--- src/rtl/cb_pkg.sv ---
// Shared types and size helpers for the connection-box configuration block.
package cb_pkg;

    // Configuration loader states.
    typedef enum logic [1:0] {
        IDLE   = 2'd0,
        SHIFT  = 2'd1,
        COMMIT = 2'd2
    } cb_state_e;

    // Selector width: codes 0 (none), 1..W (right tracks), W+1..2W (left tracks).
    function automatic int unsigned cb_sel_bits(input int unsigned w);
        return $clog2(2 * w + 1);
    endfunction

    // Frame length: one selector per CLB pin plus one pass enable per track.
    function automatic int unsigned cb_cfg_bits(input int unsigned w, input int unsigned n_clb);
        return n_clb * cb_sel_bits(w) + w;
    endfunction

    // Bit counter width, wide enough to hold the full frame length.
    function automatic int unsigned cb_cnt_bits(input int unsigned w, input int unsigned n_clb);
        return $clog2(cb_cfg_bits(w, n_clb) + 1);
    endfunction

endpackage

--- src/rtl/cb_pin_mux.sv ---
// Per-pin track selector: 0 selects constant 0, 1..W a right track,
// W+1..2W a left track; any larger code also yields 0.
module cb_pin_mux #(
    parameter int unsigned W        = 2,
    parameter int unsigned SEL_BITS = 3
) (
    input  logic [W-1:0]        ri,
    input  logic [W-1:0]        li,
    input  logic [SEL_BITS-1:0] sel,
    output logic                pin_c
);

    // Decode the selector against every legal track code.
    always_comb begin
        pin_c = 1'b0;
        for (int unsigned i = 0; i < W; i++) begin
            if (sel == SEL_BITS'(i + 1)) begin
                pin_c = ri[i];
            end
            if (sel == SEL_BITS'(W + i + 1)) begin
                pin_c = li[i];
            end
        end
    end

endmodule

--- src/rtl/cb_cfg.sv ---
// Connection box with serial configuration chain.
// A frame is shifted LSB first into a shadow register and copied to the
// active register in one COMMIT cycle, so routing never sees a partial frame.
// Optional build macro CB_OUT_REG_EN: register ro/lo/clb (one cycle latency).
module cb_cfg
    import cb_pkg::*;
#(
    parameter int unsigned W     = 2,
    parameter int unsigned N_CLB = 2
) (
    input  logic             clk,
    input  logic             rst,
    input  logic [W-1:0]     ri,
    input  logic [W-1:0]     li,
    input  logic             cfg_start,
    input  logic             cfg_valid,
    input  logic             cfg_din,
    output logic             cfg_dout,
    output logic             cfg_busy,
    output logic             cfg_done,
    output logic [W-1:0]     ro,
    output logic [W-1:0]     lo,
    output logic [N_CLB-1:0] clb
);

    localparam int unsigned SEL_BITS = cb_sel_bits(W);
    localparam int unsigned CFG_BITS = cb_cfg_bits(W, N_CLB);
    localparam int unsigned CNT_W    = cb_cnt_bits(W, N_CLB);
    localparam int unsigned PASS_LSB = N_CLB * SEL_BITS;

    cb_state_e            state_q, state_d;
    logic [CNT_W-1:0]     cnt_q, cnt_d;
    logic [CNT_W-1:0]     cnt_base;
    logic [CFG_BITS-1:0]  shadow_q, shadow_d;
    logic [CFG_BITS-1:0]  active_q, active_d;

    logic [N_CLB-1:0]     clb_c;
    logic [W-1:0]         ro_c;
    logic [W-1:0]         lo_c;
    logic [W-1:0]         pass_en;

    // Loader state, counter, shadow and active registers.
    always_ff @(posedge clk) begin
        if (rst) begin
            state_q  <= IDLE;
            cnt_q    <= '0;
            shadow_q <= '0;
            active_q <= '0;
        end else begin
            state_q  <= state_d;
            cnt_q    <= cnt_d;
            shadow_q <= shadow_d;
            active_q <= active_d;
        end
    end

    // Next-state logic: a start inside SHIFT restarts the count, and a bit
    // arriving in the same cycle becomes bit 0 of the new frame.
    always_comb begin
        state_d  = state_q;
        cnt_d    = cnt_q;
        cnt_base = cnt_q;
        shadow_d = shadow_q;
        active_d = active_q;

        case (state_q)
            IDLE: begin
                if (cfg_start) begin
                    state_d = SHIFT;
                    cnt_d   = '0;
                end
            end
            SHIFT: begin
                cnt_base = cfg_start ? '0 : cnt_q;
                cnt_d    = cnt_base;
                if (cfg_valid) begin
                    shadow_d = {cfg_din, shadow_q[CFG_BITS-1:1]};
                    cnt_d    = cnt_base + CNT_W'(1);
                    if (cnt_base == CNT_W'(CFG_BITS - 1)) begin
                        state_d = COMMIT;
                    end
                end
            end
            COMMIT: begin
                active_d = shadow_q;
                state_d  = IDLE;
            end
            default: begin
                state_d = IDLE;
            end
        endcase
    end

    // Status decoded straight from the loader registers.
    assign cfg_dout = shadow_q[0];
    assign cfg_busy = (state_q != IDLE);
    assign cfg_done = (state_q == COMMIT);

    // One selector per CLB pin, each fed by its field of the active frame.
    for (genvar k = 0; k < N_CLB; k++) begin : g_pin
        cb_pin_mux #(
            .W        (W),
            .SEL_BITS (SEL_BITS)
        ) u_pin_mux (
            .ri    (ri),
            .li    (li),
            .sel   (active_q[k*SEL_BITS +: SEL_BITS]),
            .pin_c (clb_c[k])
        );
    end

    // Pass-through tracks cross the box in both directions when enabled.
    assign pass_en = active_q[PASS_LSB +: W];
    assign ro_c    = li & pass_en;
    assign lo_c    = ri & pass_en;

`ifdef CB_OUT_REG_EN
    logic [N_CLB-1:0] clb_q;
    logic [W-1:0]     ro_q;
    logic [W-1:0]     lo_q;

    // Retime the routed outputs by one cycle.
    always_ff @(posedge clk) begin
        if (rst) begin
            clb_q <= '0;
            ro_q  <= '0;
            lo_q  <= '0;
        end else begin
            clb_q <= clb_c;
            ro_q  <= ro_c;
            lo_q  <= lo_c;
        end
    end

    assign clb = clb_q;
    assign ro  = ro_q;
    assign lo  = lo_q;
`else
    assign clb = clb_c;
    assign ro  = ro_c;
    assign lo  = lo_c;
`endif

endmodule

--- config.mk ---
export PLATFORM = sky130hd
export DESIGN_NAME = cb_cfg
export DESIGN_NICKNAME = d
export VERILOG_FILES = /design/src/rtl/cb_pkg.sv /design/src/rtl/cb_pin_mux.sv /design/src/rtl/cb_cfg.sv
export SDC_FILE = /design/constraint.sdc
export NUM_CORES = 1
export LEC_CHECK = 0
export ABC_AREA = 1
export CAP_MARGIN = 40
export CORE_ASPECT_RATIO = 1.2
export CORE_MARGIN = 2
export CORE_UTILIZATION = 45
export CTS_BUF_LIST = sky130_fd_sc_hd__clkbuf_8 sky130_fd_sc_hd__clkbuf_16
export DETAILED_ROUTE_END_ITERATION = 10
export GPL_TIMING_DRIVEN = 0
export PLACE_DENSITY = 0.7
export SETUP_SLACK_MARGIN = 0.5
export SYNTH_ARGS = -nofsm -noshare
export SYNTH_HDL_FRONTEND = slang
export SYNTH_SLANG_ARGS = --single-unit
--- constraint.sdc ---
create_clock -name clk -period 3.15 [get_ports clk]
set_input_delay 0.4725 -clock clk [delete_from_list [all_inputs] [get_ports clk]]
set_output_delay 0.4725 -clock clk [all_outputs]
set_load 0.05 [all_outputs]
==> out/metrics.yaml, run 1 <==
run_status:
  status: "finished clean"
timing:
  finalCritPeriodShare_pct: 76.81
  slew_headroom_pct: 67.19
  slew_violations: 0
  max_freq_mhz: 413.3
  min_period_ps: 2419
  worst_pin_slew_ps: 490.6
  hold_violations: 0
  rsz0062_at_grt: "no"
  setup_viol: 0
  skew_ps: 3.334
  fin_tns_setup_ps: 0
critical_path:
  critPathKind: "input pin to primary output"
  crit_start: "ri[0]"
  start_kind: "input pin"
  critPathRequiredTime_ps: 2680
  crit_path_max_fanout: 3
  arrival_ps: 1950
  crit_path_end_kind: "primary output"
  rr_startpoint: "cnt_q[0]"
  r2r_cells: 8
detailed_routing:
  drt_iter0_drc: 6
  avgViaCountPerCell: 4.910
  ant_nets: 0
  vias: 977
  wl_per_cell_um: 9.839
  drc: 0
  routed_wl_mm: 1.958
  dr.pass1.iters: 4
clocking:
  cts-root-buf: "clkbuf_8"
  cts_buffer_depth: 2
  cts_buffers: 3
  clkTransAtPathRegs_ps: 70
  cts_tree: "built"
  hold_buffers: 0
  cts_max_level: 1
  clkLatencyLatePin_ps: 250
  cts_setup_buffers: 0
  cts_sinks: 22
place:
  dp_hpwl_mm: 1.524
  dpl.cell_count: 195
  gp_congestion: 0.7870
  port_buffers: 17
synthesis:
  synth-seq-cells: 22
  ys_warn_count: 0
  synth_cell_types: 19
  syn_inst: 147
  mappedNetlistArea_mm2: 0.001031
  seq_area_frac_synth_pct: 42.72
  syn_nets: 157
  avgSynthCellArea_um2: 7.014
global_route:
  grt_pass1_wl_mm: 3.332
  grt_max_degree: 13
  track_usage_pct: 16.45
  overflow: 0
  grt_pass1_vias: 858
  grt_antenna_before_repair: 0
layout:
  fin_cells: 199
  final_cell_mix: "nand2_1, dfxtp_1, inv_1, a21oi_1, nor2_1"
  final_common_cell: "nand2_1"
  final_util_pct: 57.84
  drive_gt1_share_pct: 9.524
  diodes: 0
  nets: 179
  synthToLayoutAreaGrowth_pct: 25.36
power:
  ir_worst_vdd_mv: 0.2764
  p_per_area_mw_per_mm2: 402.0
  leakage_uw: 0.0005824
floorplan:
  start_util_pct: 46.14
  die_w_um: 47.70
  fp.dieH_um: 56.44
  die_area_mm2: 0.002692
  core_area_mm2: 0.002235
  num_rows: 19
  io_pins: 18
hold_path:
  min-delay-start: "shadow_q[1]"
  hold_path_class: "flop to flop"
  hold_path_depth: 2
flow_run:
  cap_violations: 0
[repair_timing]
item | in CTS | in global routing
gates resized for setup | 2 | 0
setup endpoints to repair | 2 | 0
hold endpoints to repair | 0 | 0
[flip-flops by register name, indices dropped and copies added (netlist names)]
signal,count
cnt_q,4
shadow_q,8
active_q,8
state_q,2
[Yosys cell counts]
master    count  area [um^2]
nand2_1      35        131.4
a21boi_0      1        7.510
o21ai_1       2        10.01
nand3_1       3        15.01
buf_1         1        3.750
o21ai_0      15        75.07
dfxtp_1      22        440.4
inv_1        19        71.32
buf_4         2        15.01
nor2_4        1        11.26
nor2_1       16        60.06
nor3_1        1        5.000
nand3_4       1        17.52
a21oi_2       2        17.52
inv_2         3        11.26
buf_6         2        22.52
a21oi_1      19        95.09
o21ai_2       1        8.760
ha_1          1        12.51
[routing by layer]
| layer | vias to the layer above | part of all wire, % | wire length [um] | GRT usage, % |
|---|---|---|---|---|
| met5 | - | 0 | 0 | 0 |
| met3 | 8 | 4.4 | 87 | 1.929 |
| met4 | 0 | 1.8 | 35 | 4.633 |
| li1 | 503 | - | - | - |
| met2 | 31 | 55 | 1070 | 30.67 |
| met1 | 435 | 39 | 764 | 18.02 |
[power breakdown]
| group | internal (uW) | switching (uW) |
|---|---|---|
| Sequential | 281 | 3.28 |
| Combinational | 18.4 | 24.1 |
| Clock | 111 | 82.0 |
[path summary, 6_finish.rpt]
path | to | slack [ps]
hold reg to reg | shadow_q[0] | 480
hold / removal | shadow_q[0] | 480
setup reg to reg | state_q[0] | 1950
setup / recovery | clb[0] | 730
[per-stage QoR]
stage | hold slack (ps) | setup slack (ps) | total power [uW] | cell area (um^2)
after global placement | 465.6 | 479.9 | 332.5 | 1240
after floorplan | 443.2 | 1745 | 313.1 | 1031
after CTS | 482.3 | 718.0 | 526.5 | 1292
final | 480.3 | 730.6 | 519.6 | 1292
after global routing | 513.4 | 657.2 | 539.1 | 1292
after detailed placement | 470.2 | 453.2 | 333.2 | 1240
[cell type report]
cell class,instances,area [um^2]
timing repair buffer,17,167.7
sequential,22,440.4
clock buffer,4,55.05
buffer,5,41.29
tap,31,38.79
inverter,22,82.58
fill,227,942.2
multi-input combinational,98,466.7
[critical path: stages]
cell and delay [ps]:
clkdlybuf4s50_1 510, a21oi_1 80, o21ai_0 160, nand2_1 70
inv_1 50, buf_4 90, dlygate4sd2_1 510
[cell families after synthesis]
family	Yosys count	synth area share, %
AND/OR/NAND/NOR	57	23.30
AO/OA/AOI/OAI	40	20.75
buffers and inverters	27	12.01
flip-flops	22	42.72
adder cells (fa/ha/maj)	1	1.213
Power figures use the tool's default switching activity.
==> run 2, diff against run 1 <==
==> constraint.sdc (replaced) <==
create_clock -name clk -period 2.4 [get_ports clk]
set_input_delay 0.36 -clock clk [delete_from_list [all_inputs] [get_ports clk]]
set_output_delay 0.36 -clock clk [all_outputs]
set_load 0.05 [all_outputs]
==> run 2 against run 1 <==
- combinational power rose by 29%
- die area unchanged
- hold slack about the same
- non-clock buffer count is the same
- total power up 31%
- flip-flop and latch count unchanged
- first-iteration DRC count rose by 33%
- register-to-register slack worse by 750 ps
- critical path type unchanged
- largest cell class unchanged
- largest power group unchanged
==> out/metrics.yaml, run 2 (synthesis gave the netlist of run 1 again) <==
run_status:
  status: "finished clean"  # unchanged
clocking:
  cts_max_level: 1  # unchanged
  cts_tree: "built"  # unchanged
  cts_buffers: 3  # unchanged
  cts_sinks: 22  # unchanged
  cts_buffer_depth: 2  # unchanged
  clkTransAtPathRegs_ps: 70  # about the same
  clkLatencyLatePin_ps: 250  # about the same
  cts-root-buf: "clkbuf_8"  # unchanged
timing:
  hold_violations: 0  # unchanged
  worst_pin_slew_ps: 487.6  # was 490.6 ps
  setup_viol: 0  # unchanged
  skew_ps: 3.272  # was 3.334 ps
  rsz0062_at_grt: "yes"  # was no
  finalCritPeriodShare_pct: 77.75
  max_freq_mhz: 535.9
  slew_violations: 0  # unchanged
  whs_ps: 480.3  # about the same
  slew_headroom_pct: 67.39  # was 67.19%
  worst_slack_ps: 534.0  # was 730.6 ps
  min_period_ps: 1866
power:
  combPwrFrac_pct: 8.0  # was 8.2%
  power_uw: 681.1  # was 519.6 uW
  seq_power_share_pct: 54.8  # was 54.7%
  p_int_uw: 537.6  # was 410.3 uW
  pwr-share-clk_pct: 37.2  # was 37.1%
  p_sw_share_pct: 21.08  # was 21.04%
  leakage_uw: 0.0005901  # was 0.0005824 uW
  p_per_area_mw_per_mm2: 529.5  # was 402.0 mW/mm^2
  power.switching_uw: 143.6  # was 109.3 uW
  ir_worst_vdd_mv: 0.3628  # was 0.2764 mV
critical_path:
  cpPeakStageDelay_ps: 510  # about the same
  crit_path_end_kind: "primary output"  # unchanged
  critPathKind: "input pin to primary output"  # unchanged
  cp_slowest_cell: "clkdlybuf4s50_1"  # unchanged
  crit_path_max_fanout: 3  # unchanged
  arrival_ps: 1510  # was 1950 ps
  critPathMostFrequentCell: "buf_4"
  critPathRequiredTime_ps: 2040  # was 2680 ps
  start_kind: "input pin"  # unchanged
  crit_path_cell_trace: "clkdlybuf4s50_1 -> a21oi_1 -> o21ai_0 -> nand2_1 -> inv_1 -> buf_4 -> buf_4"  # was clkdlybuf4s50_1 -> a21oi_1 -> o21ai_0 -> nand2_1 -> inv_1 -> buf_4 -> dlygate4sd2_1
hold_path:
  hold_path_class: "flop to flop"  # unchanged
global_route:
  grt_pass1_wl_mm: 3.332  # unchanged
  grt_max_degree: 13  # unchanged
  grt_pass1_vias: 858  # unchanged
  grt_antenna_before_repair: 0  # unchanged
  track_usage_pct: 16.45  # unchanged
  overflow: 0  # unchanged
layout:
  nets: 179  # unchanged
  multi_input_area_um2: 466.7  # unchanged
  diodes: 0  # unchanged
  top_regs: "active_q x8, shadow_q x8, cnt_q x4"  # unchanged
  regArea_um2: 440.4  # unchanged
  final_cell_mix: "nand2_1, dfxtp_1, inv_1, a21oi_1, nor2_1"  # unchanged
  synthToLayoutAreaGrowth_pct: 24.76  # was 25.36%
  design_area_mm2: 0.001286  # was 0.001292 mm^2
  final_util_pct: 57.56  # was 57.84%
  n_fill_cell: 227  # unchanged
  final_common_cell: "nand2_1"  # unchanged
  drive_gt1_share_pct: 11.31  # was 9.524%
detailed_routing:
  ant_nets: 0  # unchanged
  drc: 0  # unchanged
  dr.pass1.iters: 4  # unchanged
  vias: 977  # unchanged
  routed_wl_mm: 1.964  # was 1.958 mm
  wl_per_cell_um: 9.869  # was 9.839 um
  avgViaCountPerCell: 4.910  # unchanged
  drt_iter0_drc: 8  # was 6
place:
  place_ws_ps: -71.78  # was 453.2 ps
  dp_hpwl_mm: 1.524  # unchanged
  port_buffers: 17  # unchanged
  dpl_cell_area_mm2: 0.001240  # unchanged
  gp_congestion: 0.7870  # unchanged
floorplan:
  core_area_mm2: 0.002235  # unchanged
  start_util_pct: 46.14  # unchanged
  die_area_mm2: 0.002692  # unchanged
  io_pins: 18  # unchanged
  num_rows: 19  # unchanged
  die_w_um: 47.70  # unchanged
  fp.dieH_um: 56.44  # unchanged
flow_run:
  cap_violations: 0  # unchanged
==> run 2: power groups by stage <==
stage / clock network (uW) / logic (uW) / registers (uW)
6_report: 253 / 54.8 / 373
5_1_grt: 272 / 60.8 / 373
4_1_cts: 262 / 55.1 / 373
3_5_place_dp: 0 / 55.8 / 382
3_3_place_gp: 0 / 55.0 / 381
2_1_floorplan: 0 / 30.2 / 381
==> run 2: critical path: cells and delay by family <==
kind            cells  cell delay, ps
buf+inv             4             830
compound gates      2             240
simple gates        1              70
==> run 2: metrics by stage <==
stage               std cells  setup TNS (ps)
global placement          195          -85.11
CTS                       199               0
global route              199               0
floorplan                 147               0
finish                    199               0
detailed placement        195          -131.6
==> run 2: final timing paths <==
path | cells after the start | endpoint | slack, ps | start
worst max-delay path | 7 | clb[0] | 530 | ri[0]
worst min-delay path | 2 | shadow_q[2] | 480 | shadow_q[2]
worst max register to register | 8 | state_q[0] | 1200 | cnt_q[0]
worst min register to register | 2 | shadow_q[2] | 480 | shadow_q[2]
==> run 2: area by class of cell <==
class                           count  area share [%]
Tap cell                           31           3.016
Clock buffer                        4           4.280
Inverter                           22           6.420
Multi-Input combinational cell     98           36.28
Timing Repair Buffer               17           12.55
Buffer                              5           3.210
Sequential cell                    22           34.24
==> run 2: timing repair <==
action	in CTS	in global routing
hold endpoints to repair	0	0
setup endpoints to repair	8	6
resized for setup	15	11
setup buffers	0	0
gates cloned	0	0
hold buffers	0	0
==> run 2: per-layer routing <==
metal / wire length (um) / track usage [%] / part of all wire, % / up-vias
met5: 0 / 0 / 0 / -
met4: 35 / 4.633 / 1.8 / 0
met3: 92 / 1.929 / 4.7 / 8
met2: 1070 / 30.67 / 54 / 31
met1: 766 / 18.02 / 39 / 435
li1: - / - / - / 503
